`src/rtl/msrh_pkg.sv`:
```
// rtl/msrh_pkg.sv - shared types, constants and counter helper for the BIM updater
// Purpose: default geometry of the bimodal table, FSM state encoding, the
//          weakly-not-taken init value and the 2-bit saturating counter update.
// Ports:   none (package)
package msrh_pkg;

    localparam int BIM_IDX_W_DEF = 10;
    localparam int IDX_LSB_DEF   = 1;
    localparam int VADDR_W_DEF   = 39;

    typedef logic [BIM_IDX_W_DEF-1:0] bim_idx_t;

    localparam logic [1:0] BIM_INIT_VAL = 2'b01;

    typedef enum logic {
        BIM_INIT = 1'b0,
        BIM_RUN  = 1'b1
    } bim_state_t;

    function automatic logic [1:0] bim_sat_update(logic [1:0] cnt, logic taken);
        logic [1:0] res;
        res = cnt;
        if (taken) begin
            if (cnt != 2'b11) res = cnt + 2'b01;
        end else begin
            if (cnt != 2'b00) res = cnt - 2'b01;
        end
        return res;
    endfunction

endpackage

```
`src/rtl/msrh_ram_2r1w.sv`:
```
// rtl/msrh_ram_2r1w.sv - two synchronous read ports, one write port, no reset
// Purpose: storage array for the BIM counters. Reads are registered and return
//          the contents before a same-edge write (read-old); any write-first
//          behaviour is provided by the user of this array.
// Ports:   clk                     clock
//          rd_a_addr / rd_a_data   read port A (address in, data next cycle)
//          rd_b_addr / rd_b_data   read port B (address in, data next cycle)
//          wr_en, wr_addr, wr_data write port
module msrh_ram_2r1w #(
    parameter int WORDS = 1024,
    parameter int WIDTH = 2,
    parameter int AW    = $clog2(WORDS)
) (
    input  logic             clk,
    input  logic [AW-1:0]    rd_a_addr,
    output logic [WIDTH-1:0] rd_a_data,
    input  logic [AW-1:0]    rd_b_addr,
    output logic [WIDTH-1:0] rd_b_data,
    input  logic             wr_en,
    input  logic [AW-1:0]    wr_addr,
    input  logic [WIDTH-1:0] wr_data
);

    logic [WIDTH-1:0] mem [WORDS];

    always_ff @(posedge clk) begin
        if (wr_en) mem[wr_addr] <= wr_data;
        rd_a_data <= mem[rd_a_addr];
        rd_b_data <= mem[rd_b_addr];
    end

endmodule

```
`src/rtl/msrh_bim_updater.sv`:
```
// rtl/msrh_bim_updater.sv - bimodal counter table with in-order training and lookup
// Purpose: clears the table with a sweep after reset, then applies one
//          resolved conditional-branch update per cycle through a two-stage
//          read-modify-write and serves one-cycle-latency prediction reads.
// Ports:   i_clk, i_reset                 clock, synchronous active-high reset
//          i_upd_valid/is_cond/dead/taken update qualifiers and direction
//          i_upd_pc_vaddr                 branch pc to train
//          i_rd_valid, i_rd_pc_vaddr      lookup request
//          o_rd_valid, o_rd_bim_value     lookup result, one cycle later
//          o_init_done                    sweep complete
//          o_upd_applied                  a training write happened this cycle
module msrh_bim_updater
    import msrh_pkg::*;
#(
    parameter int BIM_IDX_W = BIM_IDX_W_DEF,
    parameter int IDX_LSB   = IDX_LSB_DEF,
    parameter int VADDR_W   = VADDR_W_DEF
) (
    input  logic               i_clk,
    input  logic               i_reset,
    input  logic               i_upd_valid,
    input  logic               i_upd_is_cond,
    input  logic               i_upd_dead,
    input  logic               i_upd_taken,
    input  logic [VADDR_W-1:0] i_upd_pc_vaddr,
    input  logic               i_rd_valid,
    input  logic [VADDR_W-1:0] i_rd_pc_vaddr,
    output logic               o_rd_valid,
    output logic [1:0]         o_rd_bim_value,
    output logic               o_init_done,
    output logic               o_upd_applied
);

    localparam int WORDS = 1 << BIM_IDX_W;
    localparam logic [BIM_IDX_W-1:0] SWEEP_LAST = '1;

    bim_state_t           state;
    bim_state_t           next_state;
    logic [BIM_IDX_W-1:0] sweep_idx;

    logic [BIM_IDX_W-1:0] upd_idx;
    logic [BIM_IDX_W-1:0] rd_idx;
    logic                 upd_accept;

    // Second stage of the update pipeline (the write stage).
    logic                 u2_valid;
    logic [BIM_IDX_W-1:0] u2_idx;
    logic                 u2_taken;
    logic                 u2_byp;
    logic [1:0]           u2_byp_val;
    logic [1:0]           u2_old;
    logic [1:0]           u2_new;

    logic                 wr_en;
    logic [BIM_IDX_W-1:0] wr_idx;
    logic [1:0]           wr_data;

    logic [1:0]           ram_a_data;
    logic [1:0]           ram_b_data;

    logic                 rd_in_init;
    logic                 rd_byp;
    logic [1:0]           rd_byp_val;

    logic                 unused_pc;

    // Upper pc bits alias onto the same counter by design.
    assign unused_pc = ^{i_upd_pc_vaddr, i_rd_pc_vaddr};

    assign upd_idx = i_upd_pc_vaddr[IDX_LSB +: BIM_IDX_W];
    assign rd_idx  = i_rd_pc_vaddr[IDX_LSB +: BIM_IDX_W];

    assign upd_accept = i_upd_valid & i_upd_is_cond & ~i_upd_dead & (state == BIM_RUN);

    // ---------------------------------------------------------------- FSM
    always_ff @(posedge i_clk) begin
        if (i_reset) state <= BIM_INIT;
        else         state <= next_state;
    end

    always_comb begin
        next_state = state;
        case (state)
            BIM_INIT: if (sweep_idx == SWEEP_LAST) next_state = BIM_RUN;
            BIM_RUN:  next_state = BIM_RUN;
            default:  next_state = BIM_INIT;
        endcase
    end

    always_ff @(posedge i_clk) begin
        if (i_reset)                sweep_idx <= '0;
        else if (state == BIM_INIT) sweep_idx <= sweep_idx + 1'b1;
    end

    assign o_init_done = (state == BIM_RUN);

    // ------------------------------------------------------ update pipeline
    // The array read for an accepted update lands next cycle. If the write
    // stage is updating the same entry in the accept cycle, the array read
    // returns the stale value, so the freshly computed one is captured here.
    always_ff @(posedge i_clk) begin
        if (i_reset) begin
            u2_valid   <= 1'b0;
            u2_idx     <= '0;
            u2_taken   <= 1'b0;
            u2_byp     <= 1'b0;
            u2_byp_val <= 2'b00;
        end else begin
            u2_valid   <= upd_accept;
            u2_idx     <= upd_idx;
            u2_taken   <= i_upd_taken;
            u2_byp     <= u2_valid && (u2_idx == upd_idx);
            u2_byp_val <= u2_new;
        end
    end

    assign u2_old = u2_byp ? u2_byp_val : ram_b_data;
    assign u2_new = bim_sat_update(u2_old, u2_taken);

    // The sweep and the training writes never overlap: training is only
    // accepted in RUN, and RUN is left only through reset. Writes are
    // suppressed while reset is held so an in-flight update is discarded.
    always_comb begin
        wr_en   = 1'b0;
        wr_idx  = u2_idx;
        wr_data = u2_new;
        if (!i_reset) begin
            if (state == BIM_INIT) begin
                wr_en   = 1'b1;
                wr_idx  = sweep_idx;
                wr_data = BIM_INIT_VAL;
            end else if (u2_valid) begin
                wr_en = 1'b1;
            end
        end
    end

    assign o_upd_applied = u2_valid & ~i_reset;

    // ---------------------------------------------------------------- lookup
    always_ff @(posedge i_clk) begin
        if (i_reset) begin
            o_rd_valid <= 1'b0;
            rd_in_init <= 1'b0;
            rd_byp     <= 1'b0;
            rd_byp_val <= 2'b00;
        end else begin
            o_rd_valid <= i_rd_valid;
            rd_in_init <= (state == BIM_INIT);
            rd_byp     <= wr_en && (wr_idx == rd_idx);
            rd_byp_val <= wr_data;
        end
    end

    always_comb begin
        o_rd_bim_value = 2'b00;
        if (o_rd_valid) begin
            if (rd_in_init)  o_rd_bim_value = BIM_INIT_VAL;
            else if (rd_byp) o_rd_bim_value = rd_byp_val;
            else             o_rd_bim_value = ram_a_data;
        end
    end

    msrh_ram_2r1w #(
        .WORDS (WORDS),
        .WIDTH (2),
        .AW    (BIM_IDX_W)
    ) u_ram (
        .clk       (i_clk),
        .rd_a_addr (rd_idx),
        .rd_a_data (ram_a_data),
        .rd_b_addr (upd_idx),
        .rd_b_data (ram_b_data),
        .wr_en     (wr_en),
        .wr_addr   (wr_idx),
        .wr_data   (wr_data)
    );

endmodule
```
`config.mk`:
```
export PLATFORM = sky130hd
export DESIGN_NAME = msrh_bim_updater
export DESIGN_NICKNAME = d
export VERILOG_FILES = /design/src/rtl/msrh_pkg.sv /design/src/rtl/msrh_ram_2r1w.sv /design/src/rtl/msrh_bim_updater.sv
export SDC_FILE = /design/constraint.sdc
export NUM_CORES = 2
export LEC_CHECK = 0
export ABC_CLOCK_PERIOD_IN_PS = 49400
export CAP_MARGIN = 20
export CORE_MARGIN = 1.5
export CORE_UTILIZATION = 40
export CTS_CLUSTER_SIZE = 14
export DETAILED_ROUTE_END_ITERATION = 12
export PLACE_DENSITY = 0.66
export SLEW_MARGIN = 20
export SYNTH_ARGS = -nofsm -noshare
export SYNTH_HDL_FRONTEND = slang
export SYNTH_SLANG_ARGS = --single-unit
```
`constraint.sdc`:
```
create_clock -name i_clk -period 49.4 [get_ports i_clk]
set_clock_uncertainty 0.15 [all_clocks]
set_input_delay 9.88 -clock i_clk [delete_from_list [all_inputs] [get_ports i_clk]]
set_output_delay 9.88 -clock i_clk [all_outputs]
set_load 0.05 [all_outputs]
```
### Yosys cells after proc, flatten, opt, wreduce, memory -nomap -nowiden

Memories as Yosys holds them, arrays and structs flattened. A register that Yosys moved wholly into a read port is not among the register bits.
Index checks and enable logic that the tools add are counted.

* register bits: 31
* memory bits (writable): 2048
* input port bits: 85
* output and inout port bits: 5
* word-level logic and storage cells: 47
* memories: 1

Memory list
* u_ram.mem: words 1024, width 2, read ports 2, clocked after memory_dff 2, write ports 1, RTL line msrh_ram_2r1w.sv:24 `logic [WIDTH-1:0] mem [WORDS];`

* $add $sub $neg: 3
* eq/ne operators: 4
* muxes and demuxes: 18
* bitwise operators: 7
* reduce and logical (&&, ||, !) cells: 3

Operator list (count)
* $eq A10 B10 Y1: 2
* $mux W10: 2
* $mux W2: 9
* $add A10 B1 Y10 const B: 1
* $eq A10 B10 Y1 const B: 1
* $mux W1: 6
* $and A1 B1 Y1: 4
* $not A1 Y1: 3
* $add A2 B1 Y2 const B: 1
* $logic_and A1 B1 Y1: 2
* $ne A2 B2 Y1 const B: 1
* $pmux W1 S2: 1
* $reduce_bool A2 Y1: 1
* $sub A2 B1 Y2 const B: 1

### Depth between registers and ports, before layout

* depth after elaboration: 6
* gate-level depth with buffers: 15
* gate-level depth less buffers: 9

### Cells and area by module

A second synthesis with hierarchy kept.

* cell total of the unflattened synthesis: 6416
* area, all modules: 102448.3 um^2

By module, submodules not included
* msrh_ram_2r1w: instances 1, cells an instance 6209, area an instance 100744.1 um^2, sequential area each 61579.1 um^2
* msrh_bim_updater: instances 1, cells an instance 207, area an instance 1704.1 um^2, sequential area each 620.6 um^2

### Least setup slack after synthesis

No wires, ideal clock.

* path type: input-to-reg
* start point: input port i_reset
* end point: memory u_ram.mem[0][1] (data pin)
* setup time: 4.949 ns
* arrival: 34.212 ns
* required time: 44.301 ns
* setup slack: 10.089 ns
* cell stages on the path: 6
* path buffers: 3
* cells stage by stage: or2_2 clkbuf_1 inv_1 buf_2 buf_2 nor2_1

* cells in the longest elaborated chain, start to end: 1

RTL lines
* from (decl): RTL line msrh_bim_updater.sv:20 `input logic i_reset,`
* $mux W2: RTL line msrh_bim_updater.sv:127 `if (!i_reset) begin`
* via u_ram.wr_data[1]: RTL line msrh_ram_2r1w.sv:21 `input logic [WIDTH-1:0] wr_data`
* to (decl): RTL line msrh_ram_2r1w.sv:24

The timed path passes the listed nets, and every way through them passes these cells.

### Worst setup path in the final report

* start point: input port i_reset
* end point: output port o_upd_applied

* cells in the longest elaborated chain, start to end: 2

RTL lines
* $not A1 Y1: RTL line msrh_bim_updater.sv:138 `assign o_upd_applied = u2_valid & ~i_reset;`
* $and A1 B1 Y1: RTL line msrh_bim_updater.sv:138
* to (decl): RTL line msrh_bim_updater.sv:31 `output logic o_upd_applied`

No other way between the ends.

==> impl_metrics.yaml <==
detailed_routing:
  drt.antenna.violating_nets: 0
  viasPerCell: 6.68
  num_vias: 65341
  drt-wirelength-per-cell_um: 34.4
  drt_wl_total_um: 337000
  drt_first_pass_iters: 8
  drtIter0Drc: 9999
  drc: 0
final_layout:
  nets: 6319
  layout-drive-gt1-share_pct: 22.1
  fillers: 21908
  areaGrowthSynthToFinish_pct: 9.79
global_route:
  grt_util_all_layers_pct: 25.6
  grt-ovfl-total: 0
  grt_pass1_wl_um: 474000
  grt_max_degree: 261
  antenna_found_initial: 26
  first_global_vias: 65533
critical_path:
  required_ns: 39.37
  r2r_setup_slack_ns: 43.28
  worstPathArrival_ns: 11.84
  startpoint: "i_reset"
  r2r-end: "u_ram.mem[746][1]$_DFFE_PP_"
  cp-end-kind: "output pin"
  r2r-start: "o_init_done$_SDFF_PP0_"
  critPathKind: "primary input to output pin"
  cp-start-kind: "primary input"
  path_max_fanout: 29
  timing.critical_path.to: "o_upd_applied"
  worstRegToRegCells: 6
clocking:
  clkSinkCount: 2083
  clk_path_buf_depth: 3
  cts_resized: 0
  postCtsHoldBufs: 0
  insertion_delay_ns: 0.88
  clk_pin_slew_worst_paths_ns: 0.06
  tritoncts.num_buffers: 207
  htree_levels: 4
  cts_setup_buffers: 0
  cts-root-buf: "clkbuf_16"
  tritoncts: "built"
logic_synthesis:
  syn_avg_cell_area_sq_um: 16.0
  synthTopCellsByArea: "edfxtp_1 60%, mux4_2 18%, mux2i_1 4.3%"
  synth-edff-count: 2048
  yosys.area.top_type_share_pct: 60.1
  yosysTopAreaCell: "edfxtp_1"
  synth_nets: 6494
  ys_warn_count: 0
  ys_seq_area_share_pct: 60.7
  synthArstFlopShare_pct: 0
  yosys.cell_types.count: 79
  postSynthCellCount: 6408
  ys_ff_latch: 2083
  syn_area_sq_um: 102000
  synth-main-ff-cell: "edfxtp_1"
timing:
  setup_tns_ns: 0
  hold_viol: 0
  tightest_slew_ns: 1.27
  relSlewSlack_pct: 15.5
  fin_crit_sh_pct: 44.3
  layout_min_cycle_time_ns: 21.87
  setup_violations: 0
  timing.final.ws_setup_ns: 27.53
  rsz0062_at_grt: "false"
  slew_violations: 0
  fmax_mhz: 45.7
flow_run:
  maxCapViolCount: 0
floorplan:
  dieArea_sq_um: 259000
  start_util_pct: 40.3
  die_height_um: 509
  fp.dieW_um: 509
  rows: 185
  io_pins: 90
  fp.coreArea_sq_um: 254000
placement:
  pre_cts_slack_ns: 27.50
  gp_congestion: 0.899
  post-dp-hpwl_um: 197000
  io_buffers: 31
power_and_ir_drop:
  irDropWorstVdd_mv: 0.0333
  powerDensity_nw_per_um2: 35.4
  leakage_uw: 0.0347
outcome:
  status: "finished, final reports clean"
hold_path:
  worstHoldPathType: "flip-flop to flip-flop"
worst min path at each step:
stage | startpoint | end | slack, ns | cells after the start
after CTS | sweep_idx[7]$_SDFFE_PP0N_ | sweep_idx[7]$_SDFFE_PP0N_ | 0.40 | 2
after global placement | sweep_idx[7]$_SDFFE_PP0N_ | sweep_idx[7]$_SDFFE_PP0N_ | 0.39 | 2
after floorplan | sweep_idx[7]$_SDFFE_PP0N_ | sweep_idx[7]$_SDFFE_PP0N_ | 0.35 | 2
after detailed placement | sweep_idx[7]$_SDFFE_PP0N_ | sweep_idx[7]$_SDFFE_PP0N_ | 0.39 | 2
after global routing | sweep_idx[7]$_SDFFE_PP0N_ | sweep_idx[7]$_SDFFE_PP0N_ | 0.42 | 2
final | sweep_idx[7]$_SDFFE_PP0N_ | sweep_idx[7]$_SDFFE_PP0N_ | 0.41 | 2
state kept, by name (all words and copies together), names as in the netlist, 2 cells and up:
signal / cells
u_ram.rd_b_data: 2
u_ram.rd_a_data: 2
u2_idx: 10
sweep_idx: 10
u_ram.mem: 2048
u2_byp_val: 2
rd_byp_val: 2
worst max-delay path: stages:
cell             delay, ns
clkdlybuf4s50_1       0.40
buf_4                 0.23
nor2b_1               0.43
clkdlybuf4s50_1       0.89
synth_stat cells, drive strengths merged (4+ instances only):
library cell  number
a221oi            28
nor4              18
xnor2             21
mux4             873
a22oi             92
nand3b             7
mux2i            442
a211o              9
o311ai             5
buf              309
nor3b              9
o32ai              5
nor3              61
or3               18
nand2b            20
dfxtp             35
clkbuf           283
xor2               5
o22ai            105
or2                5
o211ai            11
a2111oi           16
nand3             54
o21ai             68
and3              10
edfxtp          2048
a31oi             16
o31ai              8
mux2              16
a211oi            21
nand4             17
and2              14
nor2            1128
a41oi              4
a22o              31
o2111ai            7
a21oi            158
o221ai           173
inv               13
or4                6
nand2            175
nor2b             23
routing by layer:
metal | up-vias | GRT usage (%) | part of all wire (%)
met5 | - | 0 | 0.029
met4 | 14 | 14.6 | 6.4
met3 | 1000 | 7.14 | 13
met2 | 4665 | 40.3 | 46
met1 | 33872 | 31.9 | 35
li1 | 25790 | - | -
power by group:
part | switching (uW) | total (uW) | internal (uW)
logic | 257 | 372 | 115
clock network | 706 | 1610 | 907
registers | 3.38 | 2000 | 1990
logic make-up after synthesis:
family | share of synthesized area (%)
buf+inv | 3.31
fa+ha+maj | 0.0122
mux | 23.9
xor+xnor | 0.222
simple gates | 6.38
flops | 60.7
compound gates | 5.44
cell type report:
type                    count  area [sq um]  share of cell area, %
inverters                  14          63.8                 0.0568
clock buffers             247          5390                   4.79
clock inverters           143          1480                   1.32
diodes                      8          20.0                 0.0178
well taps                3366          4210                   3.75
multi-input cells        3719         37200                   33.1
repair buffers            208          1810                   1.61
flip-flops and latches   2083         62200                   55.3
through the flow:
step	hold slack (ns)	area, sq um	power [uW]	util (%)	instances
2_1_floorplan	0.346	102000	2360	-	6408
3_3_place_gp	0.389	105000	2390	41.4	9383
3_5_place_dp	0.389	105000	2400	41.5	9389
4_1_cts	0.401	112000	3980	44.2	9779
5_1_grt	0.421	112000	4070	44.2	9783
6_report	0.411	112000	3980	44.2	9788
cell usage in the layout, fill, tap and decap left out, types with 27 or more instances in the layout:
cell type / count
o21ai_0: 68
nand2_1: 137
dfxtp_1: 35
nand3_1: 48
a221oi_1: 27
mux4_1: 55
edfxtp_1: 2048
a21oi_1: 158
a22oi_1: 92
nor2_1: 1124
mux4_2: 818
nor3_1: 60
clkbuf_16: 207
clkinv_2: 53
clkinv_1: 44
a22o_1: 31
o22ai_1: 105
o221ai_1: 172
clkbuf_1: 34
buf_4: 168
mux2i_1: 442
No activity file was read; power rests on OpenSTA's default activity.
